## config.mk

```make
export PLATFORM = sky130hd
export DESIGN_NAME = user_counter_array
export DESIGN_NICKNAME = d
export VERILOG_FILES = /design/src/rtl/user_counter_array.sv
export SDC_FILE = /design/constraint.sdc
export NUM_CORES = 1
export LEC_CHECK = 0
export BUFFER_PORTS_ARGS = -buffer_cell sky130_fd_sc_hd__buf_2
export CORE_AREA = 2 2 213 215
export CTS_CLUSTER_DIAMETER = 40
export DETAILED_ROUTE_END_ITERATION = 16
export DIE_AREA = 0 0 215 217
export PLACE_DENSITY_LB_ADDON = 0.2
export SYNTH_ARGS = -nofsm -noshare
export SYNTH_HDL_FRONTEND = slang
export SYNTH_SLANG_ARGS = --single-unit
```

## constraint.sdc

```tcl
create_clock -name wb_clk_i -period 5.4 [get_ports wb_clk_i]
set_clock_uncertainty 0.1 [all_clocks]
set_input_delay 0.81 -clock wb_clk_i [delete_from_list [all_inputs] [get_ports wb_clk_i]]
set_output_delay 0.81 -clock wb_clk_i [all_outputs]
set_load 0.01 [all_outputs]
```

## src/rtl/user_counter_array.sv

```systemverilog
// user_counter_array: Wishbone slave holding NUM_CH independent up/down
// counters with compare match, auto-reload, match IRQ and LA freeze.
//
// Ports:
//   wb_clk_i/wb_rst_i   clock, async active-high reset
//   wbs_*               Wishbone classic slave (1-cycle ack, ack gap)
//   la_data_in/la_oenb  bit 0 freezes all channels when driven high
//   la_data_out         ch0 COUNT at [CNT_W-1:0], match flags at [64+]
//   io_in/io_out/io_oeb ch0 COUNT on pads, always driven
//   irq                 irq[0] = registered OR of enabled match flags
//
// Register map per channel (adr[7:5] = ch, adr[4:2] = reg):
//   0 CTRL {down, irq_en, auto_reload, enable}  1 COUNT  2 COMPARE
//   3 STATUS {match, W1C}  4 PRESCALE
//
// Optional: define USER_COUNTER_PRESCALE_EN for per-channel prescalers.

module user_counter_array #(
  parameter int          NUM_CH   = 4,
  parameter int          CNT_W    = 16,
  parameter int          IO_BITS  = 16,
  parameter logic [31:0] BASE_ADR = 32'h3000_0000
) (
  input  logic               wb_clk_i,
  input  logic               wb_rst_i,
  input  logic               wbs_cyc_i,
  input  logic               wbs_stb_i,
  input  logic               wbs_we_i,
  input  logic [3:0]         wbs_sel_i,
  input  logic [31:0]        wbs_adr_i,
  input  logic [31:0]        wbs_dat_i,
  output logic               wbs_ack_o,
  output logic [31:0]        wbs_dat_o,
  input  logic [127:0]       la_data_in,
  input  logic [127:0]       la_oenb,
  output logic [127:0]       la_data_out,
  input  logic [IO_BITS-1:0] io_in,
  output logic [IO_BITS-1:0] io_out,
  output logic [IO_BITS-1:0] io_oeb,
  output logic [2:0]         irq
);

  localparam logic [2:0] R_CTRL  = 3'd0;
  localparam logic [2:0] R_COUNT = 3'd1;
  localparam logic [2:0] R_CMP   = 3'd2;
  localparam logic [2:0] R_STAT  = 3'd3;
  localparam logic [2:0] R_PRESC = 3'd4;

  localparam logic [3:0] NUM_L = 4'(NUM_CH);

  logic             hit;
  logic [2:0]       ch_sel;
  logic [2:0]       reg_sel;
  logic             ch_ok;
  logic             reg_ok;
  logic             ack_q;
  logic             irq_q;
  logic             wr_en;
  logic             freeze;
  logic [31:0]      bmask;
  logic [CNT_W-1:0] wmask;
  logic [CNT_W-1:0] wdat;
  logic [31:0]      rd_sel;

  logic [NUM_CH-1:0][31:0]      rd_ch;
  logic [NUM_CH-1:0][CNT_W-1:0] cnt_all;
  logic [NUM_CH-1:0]            match;
  logic [NUM_CH-1:0]            irq_src;

  logic [IO_BITS+CNT_W-1:0] cnt_ext;
  logic                     unused_ok;

  assign hit = wbs_cyc_i & wbs_stb_i &
               (wbs_adr_i[31:8] == BASE_ADR[31:8]);
  assign ch_sel  = wbs_adr_i[7:5];
  assign reg_sel = wbs_adr_i[4:2];
  assign ch_ok   = {1'b0, ch_sel} < NUM_L;
  assign reg_ok  = reg_sel <= R_PRESC;

  // Out-of-range accesses still ack, they just never write.
  assign wr_en = ack_q & hit & wbs_we_i & ch_ok & reg_ok;

  assign freeze = ~la_oenb[0] & la_data_in[0];

  assign bmask = {{8{wbs_sel_i[3]}}, {8{wbs_sel_i[2]}},
                  {8{wbs_sel_i[1]}}, {8{wbs_sel_i[0]}}};
  assign wmask = bmask[CNT_W-1:0];
  assign wdat  = wbs_dat_i[CNT_W-1:0];

  // Ack lands one cycle after the hit; the ~ack_q term forces a
  // low cycle between acks when a master holds stb.
  always_ff @(posedge wb_clk_i or posedge wb_rst_i) begin
    if (wb_rst_i) begin
      ack_q <= 1'b0;
      irq_q <= 1'b0;
    end else begin
      ack_q <= hit & ~ack_q;
      irq_q <= |irq_src;
    end
  end

  for (genvar i = 0; i < NUM_CH; i++) begin : g_ch
    logic [3:0]       ctrl_q;
    logic [CNT_W-1:0] cnt_q;
    logic [CNT_W-1:0] cmp_q;
    logic [CNT_W-1:0] ps_rd;
    logic             match_q;
    logic             sel_ch;
    logic             w_ctrl;
    logic             w_cnt;
    logic             w_cmp;
    logic             w_clr;
    logic             run;
    logic             tick;
    logic             step;
    logic             at_cmp;
    logic [31:0]      rd_v;

    assign sel_ch = wr_en & (ch_sel == 3'(i));
    assign w_ctrl = sel_ch & (reg_sel == R_CTRL);
    assign w_cnt  = sel_ch & (reg_sel == R_COUNT);
    assign w_cmp  = sel_ch & (reg_sel == R_CMP);
    assign w_clr  = sel_ch & (reg_sel == R_STAT) &
                    wbs_sel_i[0] & wbs_dat_i[0];

    assign run    = ctrl_q[0] & ~freeze;
    assign at_cmp = cnt_q == cmp_q;
    // A bus write to COUNT swallows the tick of that cycle.
    assign step   = tick & ~w_cnt;

`ifdef USER_COUNTER_PRESCALE_EN
    logic [CNT_W-1:0] ps_q;
    logic [CNT_W-1:0] pc_q;
    logic             w_ps;

    assign w_ps  = sel_ch & (reg_sel == R_PRESC);
    assign tick  = run & (pc_q == ps_q);
    assign ps_rd = ps_q;

    always_ff @(posedge wb_clk_i or posedge wb_rst_i) begin
      if (wb_rst_i) begin
        ps_q <= '0;
        pc_q <= '0;
      end else begin
        if (w_ps)
          ps_q <= (ps_q & ~wmask) | (wdat & wmask);
        if (w_ps | w_cnt)
          pc_q <= '0;
        else if (run)
          pc_q <= tick ? '0 : pc_q + CNT_W'(1);
      end
    end
`else
    assign tick  = run;
    assign ps_rd = '0;
`endif

    always_ff @(posedge wb_clk_i or posedge wb_rst_i) begin
      if (wb_rst_i) begin
        ctrl_q  <= '0;
        cnt_q   <= '0;
        cmp_q   <= '0;
        match_q <= 1'b0;
      end else begin
        if (w_ctrl)
          ctrl_q <= (ctrl_q & ~wmask[3:0]) |
                    (wdat[3:0] & wmask[3:0]);
        else if (step & at_cmp & ~ctrl_q[1])
          ctrl_q[0] <= 1'b0;

        if (w_cmp)
          cmp_q <= (cmp_q & ~wmask) | (wdat & wmask);

        if (w_cnt)
          cnt_q <= (cnt_q & ~wmask) | (wdat & wmask);
        else if (step) begin
          if (at_cmp) begin
            if (ctrl_q[1])
              cnt_q <= ctrl_q[3] ? '1 : '0;
          end else if (ctrl_q[3])
            cnt_q <= cnt_q - CNT_W'(1);
          else
            cnt_q <= cnt_q + CNT_W'(1);
        end

        // Set beats a coincident W1C.
        if (step & at_cmp)
          match_q <= 1'b1;
        else if (w_clr)
          match_q <= 1'b0;
      end
    end

    always_comb begin
      rd_v = '0;
      unique case (reg_sel)
        R_CTRL:  rd_v = 32'(ctrl_q);
        R_COUNT: rd_v = 32'(cnt_q);
        R_CMP:   rd_v = 32'(cmp_q);
        R_STAT:  rd_v = 32'(match_q);
        R_PRESC: rd_v = 32'(ps_rd);
        default: rd_v = '0;
      endcase
    end

    assign rd_ch[i]   = rd_v;
    assign cnt_all[i] = cnt_q;
    assign match[i]   = match_q;
    assign irq_src[i] = match_q & ctrl_q[2];
  end

  always_comb begin
    rd_sel = '0;
    for (int k = 0; k < NUM_CH; k++)
      if (ch_sel == 3'(k))
        rd_sel = rd_ch[k];
  end

  assign wbs_ack_o = ack_q;
  assign wbs_dat_o = (ack_q & hit & ch_ok) ? rd_sel : '0;

  assign irq = {2'b00, irq_q};

  always_comb begin
    la_data_out = '0;
    la_data_out[CNT_W-1:0]   = cnt_all[0];
    la_data_out[64 +: NUM_CH] = match;
  end

  assign cnt_ext = {{IO_BITS{1'b0}}, cnt_all[0]};
  assign io_out  = cnt_ext[IO_BITS-1:0];
  assign io_oeb  = '0;

  assign unused_ok = &{1'b0, io_in, la_data_in[127:1],
                       la_oenb[127:1], wbs_adr_i[1:0],
                       wbs_dat_i, bmask, cnt_all, cnt_ext};

endmodule

```

[After elaboration in Yosys (flattened, before gate mapping)]
Index checks and enable logic that the tools add are counted.
W data, S select, Z words.
Word-level totals
  bits in registers: 150
  bits of input ports: 345
  output and inout bits: 196
  word-level logic and storage cells: 211
Cells by class
  add/subtract/negate cells: 8
  order comparisons: 2
  eq/ne operators: 15
  mux-type cells: 49
  bitwise logic cells: 96
  reductions and logical operators: 19
Operators by type and width (number)
  $mux W16: 24
  $pmux W16 S4: 4
  $mux W32: 5
  $and A16 B16 Y16: 9
  $or A16 B16 Y16: 8
  $add A16 B1 Y16 const B: 4
  $eq A16 B16 Y1: 4
  $sub A16 B1 Y16 const B: 4
  $and A1 B1 Y1: 57
  $eq A24 B22 Y1 const B: 1
  $reduce_bool A2 Y1: 12
  $and A4 B4 Y4: 5
  $mux W1: 16
  $not A16 Y16: 1
  $or A4 B4 Y4: 4
  $eq A3 B2 Y1 const B: 4
  $ne A3 B3 Y1 const B: 4
  $not A1 Y1: 11
  $reduce_and A2 Y1: 4
  $eq A3 B1 Y1 const B: 2
  $logic_not A3 Y1: 2
  $not A4 Y4: 1
  $reduce_or A4 Y1: 1
  $le A3 B3 Y1 const B: 1
  $lt A3 B3 Y1 const B: 1

[Logic depth before layout (Yosys ltp)]
  depth in word-level cells: 14
  depth in mapped cells: 11
  gate-level depth less buffers: 11

[Least setup slack after synthesis]
No wires, ideal clock.
  path kind: input -> output
  from: in wbs_adr_i[13]
  to: out wbs_dat_o[2]
  arrival: 2.868 ns
  data required time: 4.490 ns
  path slack: 1.622 ns
  stages on the path: 7
  buffers on the path: 2
  path through: nor4_2 -> nand4_2 -> or2_2 -> buf_2 -> or3_1 -> clkbuf_1 -> a2111oi_0
On the way
  cells in the longest elaborated chain, start to end: 5
Ends and longest elaborated chain
  start, declared: RTL line 30  | input logic [31:0] wbs_adr_i,
  $eq A24 B22 Y1: RTL line 74  | (wbs_adr_i[31:8] == BASE_ADR[31:8]);
  $and A1 B1 Y1: RTL line 73  | assign hit = wbs_cyc_i & wbs_stb_i &
  $and A1 B1 Y1 (2 in series): RTL line 220  | assign wbs_dat_o = (ack_q & hit & ch_ok) ? rd_sel : '0;
  $mux W32: RTL line 220
  end, declared: RTL line 33  | output logic [31:0] wbs_dat_o,
Every way passes these cells.

[Final worst setup path]
  from: in wbs_adr_i[18]
  to: out wbs_dat_o[2]
The elaborated chain is that of the path after synthesis.

==> metrics.md <==
| Metric | Value |
|---|---|
| Commonest non-fill, non-tap cell in the layout | dfrtp_1 |
| XOR/XNOR Fraction of Synth Area | 0.06866 |
| Post-Place Setup Slack | between 0.8 and 0.9 ns |
| DIE AREA | approximately 47000 sq um |
| Most used routing layer in global routing | met2 |
| Lkg Pwr | ~6.9 nW |
| Post-cts resize count | 0 |
| Syn_area_per_cell | roughly 8.6 sq um |
| Status | finished clean |
| Initial antenna violation count | 6 |
| CTS Buffer Depth | 2 |
| Crit-path max cell delay | 0.76 ns |
| Adder-cell area share of the yosys netlist | 0.06060 |
| CTS tree | done |
| Max VDD drop | 0.1709 mV |
| Clk Latency, worst-skew pair | about 0.44 ns |
| CTS root buffer | clkbuf_16 |
| Setup TNS | 0 ns |
| GR Util met2 | 0.3180 |
| Hold Crit Class | in -> async |
| CTS clk-pin slew, worst paths | about 0.06 ns |
| I/O pins | around 540 |
| Fmax | between 0.2 and 0.25 GHz |
| Via count | 11387 |
| Worst-Margin Slew | 0.9673 ns |
| Largest family of logic cells by synthesized area | compound AO/OA/AOI/OAI gates |
| H-Tree Depth | 4 |
| Post-synthesis async set-or-reset flop share | 1.000 |
| Core Region | 44700 sq um |
| Total setup buffers inserted after CTS | 0 |
| Post-Syn Instances | roughly 1500 |
| Vias per inst | 5.204 |
| Vias in the first global route | ~11000 |
| Yosys reg bits | 150 |
| CP most frequent cell | buf_2 |
| Finished Layout Cells | approximately 2200 |
| Detailed Route WL | around 46000 um |
| Crit-path slowest cell | a2111oi_0 |
| Initial DRC Count | about 900 |
| DP Area | ~13000 sq um |
| Area Growth Syn to Fin | 8.857% |
| Met3 GRT Util | 0.03578 |
| Worst path cell trace | buf_2 -> nor4_1 -> nand3_1 -> or2_2 -> or3_1 -> a2111oi_0 -> buf_4 -> buf_2 |
| Most frequent cells in the layout | 150 x dfrtp_1, 142 x conb_1, 132 x nand2_1 |
| Delay-heaviest family, CP | simple AND/OR/NAND/NOR gates |
| CTS sink cnt | 150 |
| Pwr per Cell Area | 184.0 nW/um^2 |
| Row count | 78 |
| Post-synth cell types | 79 |
| GPL Wtd Cong | around 0.9 |
| Mux share of post-synthesis cell area | 0.06225 |
| Chip Width | 215 um |
| Period utilization | 0.8872 |
| Tot Pwr | 2.580 mW |
| Global-route wire length before repair | ~69000 um |
| GRT overflow | 0 |
| Top fanout value on the critical path | 16 |
| WS Path Type | in -> out |
| CTS Buf Count | 17 |
| Sequential fraction of the synthesis area | 0.2913 |
| Critical path arrival | just under 4 ns |
| Crit path required time | 4.49 ns |
| Critical path buffers and inverters | 3 |
| Final worst slack | roughly 0.61 ns |
| Port buffer count | 108 |
| Drt pass-1 iters | 5 |
| Rel. slew slack | 0.3527 |
| Mapped Area | approximately 13000 sq um |
| NumNets Final | roughly 2000 |
| Met1 Use GR | 0.2580 |
| Final Hold Viols | 0 |
| Final Critical Period | approximately 4.8 ns |
| Share of layout cells above drive strength 1 | 0.1749 |
| Largest net degree at the start of global routing | between 60 and 70 |
| Ys Warns | 0 |
| Worst setup SP type | input port |
| Post-route cell area | between 10000 and 15000 sq um |
| # setup viols final | 0 |
| Initial Util | 0.2882 |
| DP HPWL | approximately 34000 um |
| Cells after DPL | ~2200 |
| Area share of and/or/nand/nor cells after synthesis | 0.1822 |
| Unrepaired setup endpoints after global routing | false |
| DRC Markers | 0 |
| Number of synthesized flops with an enable pin | 0 |
| Synth Area in Compound Gates | 0.2101 |
| Main synth FF type | dfrtp_1 |
| MaxCap Viol Count | 0 |
| Max Slew Vio Count | 0 |
| WL/cell | about 21 um |
| FILL cells | 4800 |
| GRT Total Usage | 0.1940 |
| Antenna viol nets, final | 0 |
| Post-CTS Hold Buffers | 0 |
| Die height | ~220 um |
| CP endpoint kind | output pin |
==> cell families (layout without fill, tap and decap cells) <==
| logic type | count (synthesis) | count (layout) |
|---|---|---|
| xor+xnor | 101 | 101 |
| flops | 150 | 150 |
| compound gates | 411 | 411 |
| other cells | 1 | 146 |
| simple gates | 452 | 452 |
| fa+ha+maj | 60 | 60 |
| mux | 71 | 71 |
| buf+inv | 256 | 197 |
==> Yosys cell counts, types with 8 or more instances <==
library cell,n,share of area
clkbuf_1,41,0.012
o31ai_1,9,0.0052
nand2b_1,11,0.0053
a211oi_1,15,0.0087
o21ai_0,94,0.037
nor4_1,21,0.010
o22ai_1,21,0.010
a21oi_1,91,0.035
xor2_1,70,0.048
a21o_1,24,0.014
nor2b_1,17,0.0083
nand3_1,29,0.011
nor2_1,103,0.030
nand2_1,132,0.038
dfrtp_1,150,0.29
or3_1,10,0.0049
nor3_1,46,0.018
buf_2,10,0.0039
ha_1,56,0.054
nand4_1,11,0.0053
a221oi_1,32,0.022
o211ai_1,11,0.0064
a22oi_1,47,0.027
mux2_2,63,0.055
o21a_1,8,0.0047
inv_1,33,0.0096
nor3b_1,8,0.0047
nand3_2,9,0.0070
xnor2_1,31,0.021
and3_1,9,0.0044
buf_4,168,0.098
==> power by group <==
group          internal [mW]  leakage, nW   switching, mW  total (mW)
clock network          0.716        0.292           0.520        1.24
logic                 0.0356         4.50           0.185       0.220
registers               1.12         2.06  0.000000000563        1.12
==> routing by layer <==
layer / part of all wire / vias to the layer above / routed length [um]
li1: - / 5335 / -
met1: 0.44 / 5565 / 20350
met2: 0.46 / 411 / 21000
met3: 0.067 / 72 / 3088
met4: 0.030 / 4 / 1352
met5: 0.00057 / - / 26
==> path summary, 6_finish.rpt <==
kind                                from                         end  slack (ns)  cells after the start
max                        wbs_adr_i[18]                wbs_dat_o[2]        0.61                      8
min                             wb_rst_i  asynchronous set/reset pin        0.33                      2
max reg2reg                    flip-flop                   flip-flop        1.62                     10
min reg2reg                    flip-flop                   flip-flop        0.43                      2
max in group asynchronous       wb_rst_i  asynchronous set/reset pin        3.76                      3
min in group wb_clk_i          flip-flop                   flip-flop        0.43                      2
==> metrics by stage <==
stage                     hold slack [ns]    util
final                              0.3298  0.3138
after global routing               0.3929  0.3135
after CTS                          0.3674  0.3135
after detailed placement           0.4159  0.3003
after global placement             0.3932  0.3003
after floorplan                    0.3720       -
==> area by class of cell <==
class	instances	area, sq um	share of cell area
diodes	4	10.01	0.0007137
clock buffers	20	466.7	0.03328
clock inverters	12	126.4	0.009011
inverters	34	132.6	0.009457
multi-input cells	1237	8071	0.5755
flip-flops and latches	150	3754	0.2676
well taps	600	750.7	0.05353
repair buffers	131	713.2	0.05085
Power figures use the tool's default switching activity.
